===== config.mk =====
export PLATFORM = sky130hd
export DESIGN_NAME = load_store_unit_flat
export DESIGN_NICKNAME = d
export VERILOG_FILES = /design/src/rtl/load_store_unit_pkg.sv /design/src/rtl/load_store_unit_if.sv /design/src/rtl/load_store_unit_load_extend.sv /design/src/rtl/load_store_unit.sv /design/src/flat_wrapper.sv
export SDC_FILE = /design/constraint.sdc
export NUM_CORES = 1
export LEC_CHECK = 0
export ABC_AREA = 0
export CORE_ASPECT_RATIO = 1.2
export CORE_MARGIN = 2
export CORE_UTILIZATION = 49
export DETAILED_ROUTE_END_ITERATION = 8
export GPL_TIMING_DRIVEN = 0
export HOLD_SLACK_MARGIN = 0.12
export MAX_ROUTING_LAYER = met4
export PLACE_DENSITY = 0.87
export SETUP_SLACK_MARGIN = 0.2
export SYNTH_ARGS = -nofsm -noshare
export SYNTH_HDL_FRONTEND = slang
export SYNTH_SLANG_ARGS = --single-unit

===== constraint.sdc =====
create_clock -name clk -period 3.5 [get_ports clk]
set_input_delay 0.525 -clock clk [delete_from_list [all_inputs] [get_ports clk]]
set_output_delay 0.525 -clock clk [all_outputs]
set_load 0.01 [all_outputs]

===== src/rtl/load_store_unit_pkg.sv =====
// Shared types and helpers for the load/store unit: memory op encoding,
// FSM states, byte-enable masks and store-lane replication.
package LSU_pkg;

  typedef enum logic [3:0] {
    OP_LB  = 4'b0000,
    OP_LH  = 4'b0001,
    OP_LW  = 4'b0010,
    OP_LBU = 4'b0100,
    OP_LHU = 4'b0101,
    OP_SB  = 4'b1000,
    OP_SH  = 4'b1001,
    OP_SW  = 4'b1010
  } mem_op_e;

  typedef enum logic [1:0] {
    IDLE   = 2'd0,
    REQ    = 2'd1,
    WAIT_R = 2'd2
  } lsu_state_e;

  localparam logic [3:0] BE_BYTE    = 4'b0001;
  localparam logic [3:0] BE_HALF_LO = 4'b0011;
  localparam logic [3:0] BE_HALF_HI = 4'b1100;
  localparam logic [3:0] BE_WORD    = 4'b1111;

  localparam logic [1:0] SZ_BYTE = 2'd0;
  localparam logic [1:0] SZ_HALF = 2'd1;
  localparam logic [1:0] SZ_WORD = 2'd2;

  function automatic logic op_is_legal(input logic [3:0] op);
    case (op)
      OP_LB, OP_LH, OP_LW, OP_LBU, OP_LHU, OP_SB, OP_SH, OP_SW: return 1'b1;
      default: return 1'b0;
    endcase
  endfunction

  function automatic logic op_is_store(input logic [3:0] op);
    return (op == OP_SB) || (op == OP_SH) || (op == OP_SW);
  endfunction

  function automatic logic [1:0] op_size(input logic [3:0] op);
    case (op)
      OP_LB, OP_LBU, OP_SB: return SZ_BYTE;
      OP_LH, OP_LHU, OP_SH: return SZ_HALF;
      default:              return SZ_WORD;
    endcase
  endfunction

  function automatic logic op_is_aligned(input logic [3:0] op, input logic [1:0] lo);
    case (op_size(op))
      SZ_BYTE: return 1'b1;
      SZ_HALF: return ~lo[0];
      default: return (lo == 2'b00);
    endcase
  endfunction

  function automatic logic [3:0] be_mask(input logic [3:0] op, input logic [1:0] lo);
    case (op_size(op))
      SZ_BYTE: return BE_BYTE << lo;
      SZ_HALF: return lo[1] ? BE_HALF_HI : BE_HALF_LO;
      default: return BE_WORD;
    endcase
  endfunction

  // Replicate the store operand into every lane so the memory picks it up via BE alone
  function automatic logic [31:0] store_data(input logic [3:0] op, input logic [31:0] wdata);
    case (op_size(op))
      SZ_BYTE: return {4{wdata[7:0]}};
      SZ_HALF: return {2{wdata[15:0]}};
      default: return wdata;
    endcase
  endfunction

endpackage


===== src/rtl/load_store_unit_if.sv =====
// Data-memory request/response bus between the load/store unit (master)
// and the memory (slave).
interface load_store_unit_if;

  logic        dmem_req_o;
  logic        dmem_we_o;
  logic [31:0] dmem_addr_o;
  logic [3:0]  dmem_be_o;
  logic [31:0] dmem_wdata_o;
  logic        dmem_gnt_i;
  logic        dmem_rvalid_i;
  logic [31:0] dmem_rdata_i;

  modport master (
    output dmem_req_o, dmem_we_o, dmem_addr_o, dmem_be_o, dmem_wdata_o,
    input  dmem_gnt_i, dmem_rvalid_i, dmem_rdata_i
  );

  modport slave (
    input  dmem_req_o, dmem_we_o, dmem_addr_o, dmem_be_o, dmem_wdata_o,
    output dmem_gnt_i, dmem_rvalid_i, dmem_rdata_i
  );

endinterface


===== src/rtl/load_store_unit_load_extend.sv =====
// Combinational lane select and sign/zero extension of a returned memory word.
module load_extend
  import LSU_pkg::*;
(
  input  logic [3:0]  i_op,
  input  logic [1:0]  i_addr_lo,
  input  logic [31:0] i_rdata,
  output logic [31:0] o_data
);

  logic [7:0]  w_byte;
  logic [15:0] w_half;

  always_comb begin
    w_byte = i_rdata[7:0];
    case (i_addr_lo)
      2'd1:    w_byte = i_rdata[15:8];
      2'd2:    w_byte = i_rdata[23:16];
      2'd3:    w_byte = i_rdata[31:24];
      default: w_byte = i_rdata[7:0];
    endcase
    w_half = i_addr_lo[1] ? i_rdata[31:16] : i_rdata[15:0];
  end

  always_comb begin
    o_data = i_rdata;
    case (i_op)
      OP_LB:   o_data = {{24{w_byte[7]}}, w_byte};
      OP_LBU:  o_data = {24'h000000, w_byte};
      OP_LH:   o_data = {{16{w_half[15]}}, w_half};
      OP_LHU:  o_data = {16'h0000, w_half};
      default: o_data = i_rdata;
    endcase
  end

endmodule


===== src/rtl/load_store_unit.sv =====
// Single-outstanding load/store unit: checks and latches an execute-stage
// memory op, drives one dmem request, and returns extended load data.
module load_store_unit
  import LSU_pkg::*;
#(
  parameter int unsigned TIMEOUT = 64
) (
  input  logic        clk,
  input  logic        rst_n,
  input  logic        lsu_valid_i,
  input  logic [3:0]  mem_op_i,
  input  logic [31:0] addr_i,
  input  logic [31:0] wdata_i,
  output logic        lsu_ready_o,
  output logic        stall_o,
  output logic [31:0] rdata_o,
  output logic        rdata_valid_o,
  output logic        done_o,
  output logic        misaligned_o,
  output logic        err_o,
  load_store_unit_if.master dmem
);

  localparam logic [7:0] CNT_LAST = 8'(TIMEOUT - 1);

  lsu_state_e  r_state;
  lsu_state_e  w_nextState;
  logic [3:0]  r_op;
  logic [31:0] r_addr;
  logic [31:0] r_wdata;
  logic [3:0]  r_be;
  logic [7:0]  r_cnt;
  logic [31:0] r_rdata;
  logic        r_rdataValid;
  logic        r_done;
  logic        r_misaligned;
  logic        r_err;

  logic        w_legal;
  logic        w_aligned;
  logic        w_accept;
  logic        w_store;
  logic        w_inReq;
  logic        w_timeout;
  logic [31:0] w_loadData;

  assign w_legal   = op_is_legal(mem_op_i);
  assign w_aligned = op_is_aligned(mem_op_i, addr_i[1:0]);
  assign w_accept  = (r_state == IDLE) && lsu_valid_i && w_legal && w_aligned;
  assign w_store   = op_is_store(r_op);
  assign w_timeout = (r_cnt == CNT_LAST);

  load_extend u_load_extend (
    .i_op      (r_op),
    .i_addr_lo (r_addr[1:0]),
    .i_rdata   (dmem.dmem_rdata_i),
    .o_data    (w_loadData)
  );

  always_ff @(posedge clk or negedge rst_n) begin
    if (!rst_n) r_state <= IDLE;
    else        r_state <= w_nextState;
  end

  always_comb begin
    w_nextState = r_state;
    case (r_state)
      IDLE:    if (w_accept) w_nextState = REQ;
      REQ:     if (dmem.dmem_gnt_i) w_nextState = w_store ? IDLE : WAIT_R;
      WAIT_R:  if (dmem.dmem_rvalid_i || w_timeout) w_nextState = IDLE;
      default: w_nextState = IDLE;
    endcase
  end

  // Bus outputs are zeroed outside REQ so nothing stale reaches memory
  always_comb begin
    lsu_ready_o       = (r_state == IDLE);
    stall_o           = w_accept || (r_state != IDLE);
    w_inReq           = (r_state == REQ);
    dmem.dmem_req_o   = w_inReq;
    dmem.dmem_we_o    = w_inReq && w_store;
    dmem.dmem_addr_o  = w_inReq ? {r_addr[31:2], 2'b00} : 32'h0;
    dmem.dmem_be_o    = w_inReq ? r_be : 4'b0000;
    dmem.dmem_wdata_o = w_inReq ? r_wdata : 32'h0;
  end

  always_ff @(posedge clk or negedge rst_n) begin
    if (!rst_n) begin
      r_op         <= 4'b0000;
      r_addr       <= 32'h0;
      r_wdata      <= 32'h0;
      r_be         <= 4'b0000;
      r_cnt        <= 8'd0;
      r_rdata      <= 32'h0;
      r_rdataValid <= 1'b0;
      r_done       <= 1'b0;
      r_misaligned <= 1'b0;
      r_err        <= 1'b0;
    end else begin
      r_rdataValid <= 1'b0;
      r_done       <= 1'b0;
      r_misaligned <= 1'b0;
      r_err        <= 1'b0;
      case (r_state)
        IDLE: begin
          if (lsu_valid_i) begin
            if (!w_legal) begin
              r_err <= 1'b1;
            end else if (!w_aligned) begin
              r_misaligned <= 1'b1;
            end else begin
              r_op    <= mem_op_i;
              r_addr  <= addr_i;
              r_wdata <= store_data(mem_op_i, wdata_i);
              r_be    <= be_mask(mem_op_i, addr_i[1:0]);
            end
          end
        end
        REQ: begin
          if (dmem.dmem_gnt_i) begin
            r_cnt <= 8'd0;
            if (w_store) r_done <= 1'b1;
          end
        end
        WAIT_R: begin
          if (dmem.dmem_rvalid_i) begin
            r_rdata      <= w_loadData;
            r_rdataValid <= 1'b1;
          end else begin
            r_cnt <= r_cnt + 8'd1;
            if (w_timeout) r_err <= 1'b1;
          end
        end
        default: ;
      endcase
    end
  end

  assign rdata_o       = r_rdata;
  assign rdata_valid_o = r_rdataValid;
  assign done_o        = r_done;
  assign misaligned_o  = r_misaligned;
  assign err_o         = r_err;

endmodule

===== src/flat_wrapper.sv =====
// flat-port wrapper written by rule: the top's interface ports become plain ports
module load_store_unit_flat import LSU_pkg::*;
#(
  parameter int unsigned TIMEOUT = 64
)
  (clk, rst_n, lsu_valid_i, mem_op_i, addr_i, wdata_i, lsu_ready_o, stall_o, rdata_o, rdata_valid_o, done_o, misaligned_o, err_o, dmem_dmem_req_o, dmem_dmem_we_o, dmem_dmem_addr_o, dmem_dmem_be_o, dmem_dmem_wdata_o, dmem_dmem_gnt_i, dmem_dmem_rvalid_i, dmem_dmem_rdata_i);
  load_store_unit_if dmem_i ();
  input  logic clk;
  input  logic rst_n;
  input  logic lsu_valid_i;
  input  logic [3:0] mem_op_i;
  input  logic [31:0] addr_i;
  input  logic [31:0] wdata_i;
  output logic lsu_ready_o;
  output logic stall_o;
  output logic [31:0] rdata_o;
  output logic rdata_valid_o;
  output logic done_o;
  output logic misaligned_o;
  output logic err_o;
  output wire logic [$bits(dmem_i.dmem_req_o)-1:0] dmem_dmem_req_o;
  output wire logic [$bits(dmem_i.dmem_we_o)-1:0] dmem_dmem_we_o;
  output wire logic [$bits(dmem_i.dmem_addr_o)-1:0] dmem_dmem_addr_o;
  output wire logic [$bits(dmem_i.dmem_be_o)-1:0] dmem_dmem_be_o;
  output wire logic [$bits(dmem_i.dmem_wdata_o)-1:0] dmem_dmem_wdata_o;
  input wire logic [$bits(dmem_i.dmem_gnt_i)-1:0] dmem_dmem_gnt_i;
  input wire logic [$bits(dmem_i.dmem_rvalid_i)-1:0] dmem_dmem_rvalid_i;
  input wire logic [$bits(dmem_i.dmem_rdata_i)-1:0] dmem_dmem_rdata_i;
  assign dmem_dmem_req_o = dmem_i.dmem_req_o;
  assign dmem_dmem_we_o = dmem_i.dmem_we_o;
  assign dmem_dmem_addr_o = dmem_i.dmem_addr_o;
  assign dmem_dmem_be_o = dmem_i.dmem_be_o;
  assign dmem_dmem_wdata_o = dmem_i.dmem_wdata_o;
  assign dmem_i.dmem_gnt_i = dmem_dmem_gnt_i;
  assign dmem_i.dmem_rvalid_i = dmem_dmem_rvalid_i;
  assign dmem_i.dmem_rdata_i = dmem_dmem_rdata_i;
  load_store_unit #(.TIMEOUT(TIMEOUT)) u_core (.clk(clk), .rst_n(rst_n), .lsu_valid_i(lsu_valid_i), .mem_op_i(mem_op_i), .addr_i(addr_i), .wdata_i(wdata_i), .lsu_ready_o(lsu_ready_o), .stall_o(stall_o), .rdata_o(rdata_o), .rdata_valid_o(rdata_valid_o), .done_o(done_o), .misaligned_o(misaligned_o), .err_o(err_o), .dmem(dmem_i));
endmodule

# Word level (Yosys, flattened, before mapping)
# Memories as Yosys holds them, arrays and structs flattened.
# Index checks and enable logic that the tools add are counted.
dict set report word_totals {
  register_bits 118
  latch_bits 0
  ram_bits 0
  romBits 16
  in_bits 105
  output_inout_bits 108
  elab_cells 97
  n_memories 1
}
dict set report op_classes {
  addsub 1
  multipliers 0
  div 0
  magnitude_cmp 0
  n_eq_ne 23
  n_shift 1
  muxes 37
  bitwise 1
  reduce_logical 22
}
# name words width rd rd_clocked_by_memory_dff wr line_no
set mem_list {}
lappend mem_list {{(name not given)} 16 1 1 0 0 load_store_unit_pkg.sv:32} ;# case (op)
# operator count
set ops {}
lappend ops {{$pmux W32 S4} 1}
lappend ops {{$mux W32} 2}
lappend ops {{$pmux W32 S2} 1}
lappend ops {{$pmux W8 S3} 1}
lappend ops {{$eq A4 B4 Y1 const B} 5}
lappend ops {{$eq A4 B3 Y1 const B} 4}
lappend ops {{$mux W16} 1}
lappend ops {{$mux W2} 8}
lappend ops {{$mux W8} 2}
lappend ops {{$pmux W8 S2} 1}
lappend ops {{$mux W1} 13}
lappend ops {{$add A8 B1 Y8 const B} 1}
lappend ops {{$eq A2 B1 Y1 const B} 4}
lappend ops {{$eq A4 B1 Y1 const B} 2}
lappend ops {{$eq A8 B6 Y1 const B} 1}
lappend ops {{$logic_not A2 Y1} 4}
lappend ops {{$logic_not A4 Y1} 2}
lappend ops {{$mux W4} 2}
lappend ops {{$pmux W4 S2} 1}
lappend ops {{$eq A2 B2 Y1 const B} 3}
lappend ops {{$ne A2 B1 Y1 const B} 3}
lappend ops {{$pmux W2 S3} 1}
lappend ops {{$reduce_and A3 Y1} 2}
lappend ops {{$reduce_or A3 Y1} 2}
lappend ops {{10 further kinds} 18}

# Logic depth before layout (Yosys ltp)
# Gate-level depths: netlist (run 1).
dict set report logic_depth {
  word_depth 11
  mapped_depth 7
  ltp_nobuf 5
}

# Modules after synthesis
# Synthesis (run 1) repeated with hierarchy kept, for this count alone.
dict set report unflattened {
  cells_unflattened 560
  hier_area_um2 6666.4
}
# mod instances cells_each area_per_inst_um2 seq_area_each_um2
set modules_own_cells {}
lappend modules_own_cells {load_store_unit 1 426 5683.0 2952.8}
lappend modules_own_cells {load_extend 1 134 983.4 0.0}

# Worst setup path after synthesis (run 1)
# No wires, ideal clock.
dict set report synth_path {
  path_kind {input to output}
  startpoint {input mem_op_i[1]}
  endpoint {output stall_o}
  arrival_time_ns 1.548
  required_ns 2.975
  setup_slack_ns 1.427
  cell_stages 6
  n_path_buf 3
  path_cell_list {clkbuf_1 o21ai_1 o2111ai_1 buf_4 buf_2 nand2_1}
}
dict set report synth_between {
  elab_chain_len 7
  elab_cells_between_ends 16
  cone_classes {eq/ne: 6; mux: 2; reduce/logical: 7; memory: 1}
}
# element line_no
set synth_lines {}
lappend synth_lines {{start: declaration} flat_wrapper.sv:11} ;# input logic [3:0] mem_op_i;
lappend synth_lines {{$eq A4 B1 Y1, or another cell as far along} load_store_unit_pkg.sv:43} ;# case (op)
lappend synth_lines {{$reduce_or A3 Y1} load_store_unit_pkg.sv:43}
lappend synth_lines {{$pmux W2 S2} load_store_unit_pkg.sv:43}
lappend synth_lines {{$eq A2 B1 Y1 or $logic_not A2 Y1 (tied branches)} load_store_unit_pkg.sv:51} ;# case (op_size(op))
lappend synth_lines {{$pmux W1 S2} load_store_unit_pkg.sv:51}
lappend synth_lines {{$logic_and A1 B1 Y1 (*)} load_store_unit.sv:49} ;# assign w_accept = (r_state == IDLE) && lsu_valid_i && w_legal && w_aligned;
lappend synth_lines {{$logic_or A1 B1 Y1 (*)} load_store_unit.sv:78} ;# stall_o = w_accept || (r_state != IDLE);
lappend synth_lines {{end: declaration} flat_wrapper.sv:15} ;# output logic stall_o;
# Every way passes the cells marked *; elsewhere a longest branch is shown, timed or not.

# Final worst setup path (run 1)
# Ends and elaborated chain as after synthesis.

==> metrics.txt, run 1 <==
status finished clean; placed insts 948; RSZ-0062 raised after global routing no; setup TNS 0 ps; Tmin final 3170 ps; share of the yosys chip area belonging to registers 0.498; chip width 104 um; Fmax 315 MHz; initial antenna violation count 0; largest fanout on the critical path 10; R2R Setup Slk 1540 ps; GRT overflow 0; WS Path Type in -> out; Post-Layout Cell Count 981; Vias/cell 5.62; I/O pins 213; HPWL after DPL 13.5 mm; commonest cells after routing, fill and taps aside 207 x clkdlybuf4s50_1, 118 x dfrtp_1, 68 x and2_1; Fin Hold WS 482 ps; max_cap viols 0; Pins Over Slew Limit 0; vias 5514; WP data required 2970 ps; DR DRC count 0; Clock transition at path regs 50 ps; Final Hold Viols 0; post-synth top area share 0.498; count of flip-flops with a built-in enable after synthesis 0; root buffer cell clkbuf_16; Detail Route Antenna Nets 0; most common cell after layout, fill and taps aside clkdlybuf4s50_1; Post-Place Cell Area 0.00826 sq mm; post-synth top area cell dfrtp_1; largest net degree at the start of global routing 83; GP Congestion 0.947; Yosys reg bits 118; Worst-Skew Late Latency 410 ps; dominant synthesized flop cell dfrtp_1; worst hold path depth 1; synthesis-to-finish area growth 51.3%; Crit. End Element output pin; Post-Syn Area 0.00593 sq mm; Core ar. 0.0119 sq mm; DIE AREA 0.0130 sq mm; P_leak 0.00382 uW; CTS tree built; Place WS 20.2 ps; H-tree Lvls 4; Yosys cell types 51; VDD IR max 0.390 mV; initial core utilization 0.496; Critical Path Max Stage Delay 560 ps; WL/cell 19.0 um; Cell Pwr Density 703 mW/mm^2; Core Rows 44; CP max-delay cell clkdlybuf4s50_1; Synth area leaders dfrtp_1 50%, mux2_2 9.5%, and2_1 7.2%, nand2_1 3.8%, nand3_1 3.0%; Hold WC Path Type reg -> reg; Total Wirelength 18.6 mm; die height 125 um; GRT Total Usage 0.300; Layout fillers 813; crit-path cells clkdlybuf4s50_1 -> clkbuf_4 -> o21ai_2 -> o2111ai_4 -> buf_4 -> buf_2 -> nand2_1 -> clkdlybuf4s50_1; first-pass GRT wire length 29.8 mm; CP Depth 8; Final period util 0.907; 1st-iter DRT viols 365; Worst-Margin Slew 720 ps; cell area after layout 0.00897 sq mm; Slew HR 0.520; vias in the first global route 5920; final setup vio count 0; Port Buffer Count 209; Worst Setup Start Kind input port; clock tree buffer depth 2; Buf+Inv Stages, Crit Path 5; CTS Buf Count 17; Cells after Synth 576; share of cells above drive strength 1 0.156; reg2reg path depth 5; Final Skew 4.81 ps; ys async rst share 1.00; CP top delay family buffers and inverters; most used cell, CP clkdlybuf4s50_1; antenna cells 0; drt pass-1 iters 7; Final nets 913; clock sinks 118; Avg Cell Area, Syn 10.3 sq um; crit path DAT 2650 ps; Synth warnings 0; Worst Slack Setup Final 327 ps
==> routing by layer <==
| metal | global-route usage | routed length (um) | vias to the layer above |
|---|---|---|---|
| met5 | - | 0 | - |
| met4 | 0.161 | 990 | 0 |
| met3 | 0.0926 | 1490 | 71 |
| met2 | 0.497 | 9240 | 295 |
| met1 | 0.320 | 6870 | 2676 |
| li1 | - | - | 2472 |
==> cell type report <==
| type | count | area (sq um) | share of cell area |
|---|---|---|---|
| clock inverter | 13 | 228 | 0.0254 |
| clock buffer | 19 | 443 | 0.0494 |
| inverter | 7 | 26.3 | 0.00293 |
| sequential | 118 | 2950 | 0.329 |
| tap | 161 | 201 | 0.0224 |
| timing repair buffer | 211 | 2130 | 0.238 |
| buffer | 45 | 218 | 0.0243 |
| multi-input combinational | 407 | 2770 | 0.309 |
==> cell families (layout without fill, tap and decap cells) <==
kind of cell | after synthesis | count (layout) | share of synthesized area
other cells | 1 | 2 | 0.000632
flops | 118 | 118 | 0.498
compound gates | 110 | 110 | 0.119
simple gates | 214 | 214 | 0.189
buf+inv | 52 | 295 | 0.0403
xor+xnor | 6 | 6 | 0.00886
mux | 74 | 74 | 0.142
fa+ha+maj | 1 | 1 | 0.00211
==> through the flow <==
step / util / total power, uW
CTS: 0.749 / 6320
global placement: 0.689 / 4210
floorplan: - / 3230
finish: 0.751 / 6310
detailed placement: 0.691 / 4310
global route: 0.751 / 6620
==> worst reg2reg max path: stages, from the launching register on <==
cell and delay [ps]:
dfrtp_1 310, buf_2 200, mux2i_1 350, nor4_1 100, a311oi_2 660, a21oi_1 170
==> path summary, 6_finish.rpt <==
kind,start,endpoint
max in group asynchronous,rst_n,u_core.r_addr[12]
worst min register to register,u_core.r_be[2],u_core.r_be[2]
worst max-delay path,mem_op_i[1],stall_o
worst max register to register,u_core.r_addr[1],u_core.rdata_o[10]
worst min-delay path,u_core.r_be[2],u_core.r_be[2]
min in group asynchronous,rst_n,u_core.rdata_o[19]
==> state kept, by name, indices dropped and copies added, names as in the netlist <==
name / cells
u_core.r_cnt: 8
u_core.misaligned_o: 1
u_core.rdata_valid_o: 1
u_core.r_addr: 32
u_core.done_o: 1
u_core.err_o: 1
u_core.r_wdata: 32
u_core.r_state: 2
u_core.rdata_o: 32
u_core.r_be: 4
u_core.r_op: 4
==> Yosys cell counts, drive strengths merged (2+ instances only) <==
library cell and number:
a211oi 2, a2bb2oi 7, nand2 61, mux2i 16
mux2 58, a211o 7, o22ai 10, a22oi 8
or3 9, nand2b 2, nand3b 2, xnor2 6
buf 20, o21ai 48, nor3 10, clkbuf 25
inv 7, a21o 2, o211ai 2, nand3 35
a21oi 17, dfrtp 118, and2 68, nor2b 2
nor4 2, nor2 19
==> power breakdown <==
part,switching (uW),internal [uW]
combinational,967,1160
sequential,316,1900
clock,618,1350
total,1900,4410
==> repair_timing <==
action	CTS	global route
resized for setup	4	6
hold buffers	1	0
buffers inserted	0	0
endpoints found under the setup margin	3	1
hold endpoints to repair	36	0
(Power assumes the default switching activity.)
==> run 2, diff against run 1 <==
--- a/config.mk
+++ b/config.mk
@@ -5,7 +5,6 @@
 export SDC_FILE = /design/constraint.sdc
 export NUM_CORES = 1
 export LEC_CHECK = 0
-export ABC_AREA = 0
 export CORE_ASPECT_RATIO = 1.2
 export CORE_MARGIN = 2
 export CORE_UTILIZATION = 49
==> results of run 2 <==
Final layout, timing and power as in run 1 (identical DEF).
==> run 3, diff against run 2 <==
--- a/config.mk
+++ b/config.mk
@@ -7,12 +7,12 @@
 export LEC_CHECK = 0
 export CORE_ASPECT_RATIO = 1.2
 export CORE_MARGIN = 2
-export CORE_UTILIZATION = 49
+export CORE_UTILIZATION = 41
 export DETAILED_ROUTE_END_ITERATION = 8
 export GPL_TIMING_DRIVEN = 0
 export HOLD_SLACK_MARGIN = 0.12
 export MAX_ROUTING_LAYER = met4
-export PLACE_DENSITY = 0.87
+export PLACE_DENSITY = 0.77
 export SETUP_SLACK_MARGIN = 0.2
 export SYNTH_ARGS = -nofsm -noshare
 export SYNTH_HDL_FRONTEND = slang
==> constraint.sdc (replaced) <==
create_clock -name clk -period 2.6 [get_ports clk]
set_input_delay 0.39 -clock clk [delete_from_list [all_inputs] [get_ports clk]]
set_output_delay 0.39 -clock clk [all_outputs]
set_load 0.01 [all_outputs]
==> run 3 against run 2 <==
Clock skew rose by 5.9 ps; die area up 19%; register-to-register slack got worse by 780 ps; sequential power increased by 35%; critical path depth is 1 lower; final cell count is 2.1% higher; total power rose by 31%; worst setup slack got worse by 58 ps; sequential share of layout area about the same; via count fell by 1.2%; highest routed layer unchanged.
==> metrics.txt, run 3 (synthesis gave the netlist of run 1 again) <==
status finished clean (unchanged); most common cell after layout, fill and taps aside clkdlybuf4s50_1 (unchanged); RR Endpoint u_core.rdata_o[29] (was u_core.rdata_o[10]); WS Path Type reg -> out (was in -> out); Detail Route Antenna Nets 0 (unchanged); Clock transition at path regs 60 ps (was 50 ps); Core ar. 0.0143 sq mm (was 0.0119 sq mm); largest net degree at the start of global routing 68 (was 83); Vias/cell 5.44 (was 5.62); VDD IR max 0.438 mV (was 0.390 mV); initial core utilization 0.415 (was 0.496); GP Congestion 0.911 (was 0.947); Core Rows 48 (was 44); R2R Setup Slk 760 ps (was 1540 ps); RSZ-0062 raised after global routing yes (was no); drt pass-1 iters 5 (was 7); commonest cells after routing, fill and taps aside 135 x clkdlybuf4s50_1, 116 x dfrtp_1, 68 x and2_1 (was 207 x clkdlybuf4s50_1, 118 x dfrtp_1, 68 x and2_1); DIE AREA 0.0154 sq mm (was 0.0130 sq mm); share of cells above drive strength 1 0.186 (was 0.156); final setup vio count 0 (unchanged); P_leak 0.00430 uW (was 0.00382 uW); Crit. End Element output pin (unchanged); Hold WC Path Type reg -> reg (unchanged); GRT Total Usage 0.255 (was 0.300); HPWL after DPL 14.0 mm (was 13.5 mm); Worst Setup Start Kind flop (was input port); first-pass GRT wire length 29.7 mm (was 29.8 mm); Final nets 919 (was 913); worst r2r src u_core.r_state[0] (was u_core.r_addr[1]); Worst Slack Setup Final 268 ps (was 327 ps); vias 5450 (was 5514); clock tree buffer depth 2 (unchanged); Final period util 0.897; worst hold path depth 2 (was 1); chip width 114 um (was 104 um); DR DRC count 0 (unchanged); 1st-iter DRT viols 354 (was 365); initial antenna violation count 1 (was 0); reg2reg path depth 6 (was 5); CTS Buf Count 17 (unchanged); WP data required 2210 ps (was 2970 ps); die height 136 um (was 125 um); Fmax 429 MHz; Cell Pwr Density 920 mW/mm^2 (was 703 mW/mm^2); crit path DAT 1940 ps (was 2650 ps); Final Hold Viols 0 (unchanged); Pins Over Slew Limit 0 (unchanged); Slew HR 0.598 (was 0.520); Final Skew 10.7 ps (was 4.81 ps); Place WS -712 ps (was 20.2 ps); placed insts 962 (was 948); largest fanout on the critical path 10 (unchanged); clock sinks 118 (unchanged); vias in the first global route 5755 (was 5920); Worst-Margin Slew 603 ps (was 720 ps); H-tree Lvls 4 (unchanged); CTS tree built (unchanged); Fin Hold WS 475 ps (was 482 ps); Post-Layout Cell Count 1002 (was 981); Worst Hold End u_core.r_wdata[23] (was u_core.r_be[2]); GRT overflow 0 (unchanged); min-delay src u_core.r_wdata[23] (was u_core.r_be[2]); Total Wirelength 18.8 mm (was 18.6 mm); WL/cell 18.8 um (was 19.0 um); overall power 8270 uW (was 6310 uW); root buffer cell clkbuf_16 (unchanged); max_cap viols 0 (unchanged); Port Buffer Count 209 (unchanged); Worst-Skew Late Latency 410 ps (about the same); synthesis-to-finish area growth 51.7% (was 51.3%); I/O pins 213 (unchanged); Tmin final 2330 ps
==> run 3: changes by cell type in the layout (fill, tap and decap cells not counted), sizes merged, moves of 3 or more <==
| cell | previous run | this run |
|---|---|---|
| clkinv | 5 | 2 |
| clkdlybuf4s50 | 207 | 135 |
| bufinv | 6 | 3 |
| dlygate4sd2 | 0 | 50 |
| dlymetal6s2s | 1 | 13 |
| clkinvlp | 2 | 5 |
| clkbuf | 44 | 47 |
| buf | 22 | 38 |
==> run 3: stage by stage <==
| step | utilization | area [sq um] | TNS [ps] |
|---|---|---|---|
| 6_report | 0.629 | 8990 | 0 |
| 5_1_grt | 0.629 | 8990 | 0 |
| 4_1_cts | 0.626 | 8950 | 0 |
| 3_5_place_dp | 0.579 | 8270 | -4490 |
| 3_3_place_gp | 0.577 | 8240 | -398080 |
| 2_1_floorplan | - | 5930 | 0 |
==> run 3: how the worst max path moves through the flow <==
stage / slack, ps / startpoint / cells after the start / to
finish: 270 / u_core.r_state[0] / 7 / dmem_dmem_addr_o[16]
CTS: 210 / u_core.r_state[1] / 4 / dmem_dmem_wdata_o[30]
detailed placement: -710 / mem_op_i[1] / 8 / stall_o
global placement: -3340 / rst_n / 1 / u_core.r_addr[28]
global route: 180 / addr_i[1] / 7 / stall_o
floorplan: 800 / mem_op_i[1] / 6 / stall_o
==> run 3: routing by layer <==
metal | global-route usage | share of wire | routed length (um) | vias up
li1 | - | - | - | 2480
met5 | - | 0 | 0 | -
met4 | 0.110 | 0.030 | 556 | 0
met2 | 0.421 | 0.50 | 9360 | 283
met3 | 0.0774 | 0.091 | 1710 | 33
met1 | 0.289 | 0.38 | 7190 | 2654
==> run 3: what timing repair did <==
item                                    CTS  global route
pin swaps                                 3             0
endpoints found under the setup margin   69            14
hold buffers                              1             0
cloned                                    0             0
endpoints found under the hold margin    51             0
setup buffers                             6             0
resized for setup                       124            15
==> run 3: critical path: stages, from the launching register on <==
cell and delay [ps]:
dfrtp_2 460, and2b_4 210, buf_4 140, buf_4 120
clkbuf_8 150, clkbuf_8 150, and2_1 160, buf_2 150
==> run 3: final cells by class <==
type | count | area [sq um]
Antenna cell | 1 | 2.50
Buffer | 45 | 288
Clock buffer | 22 | 484
Clock inverter | 10 | 145
Fill cell | 1220 | 5300
Inverter | 7 | 26.3
Multi-Input combinational cell | 407 | 2780
Sequential cell | 118 | 2960
Tap cell | 175 | 219
Timing Repair Buffer | 217 | 2100
==> run 3: power breakdown <==
group | internal, uW | switching [uW]
logic | 1520 | 1300
registers | 2560 | 420
clock network | 1610 | 858
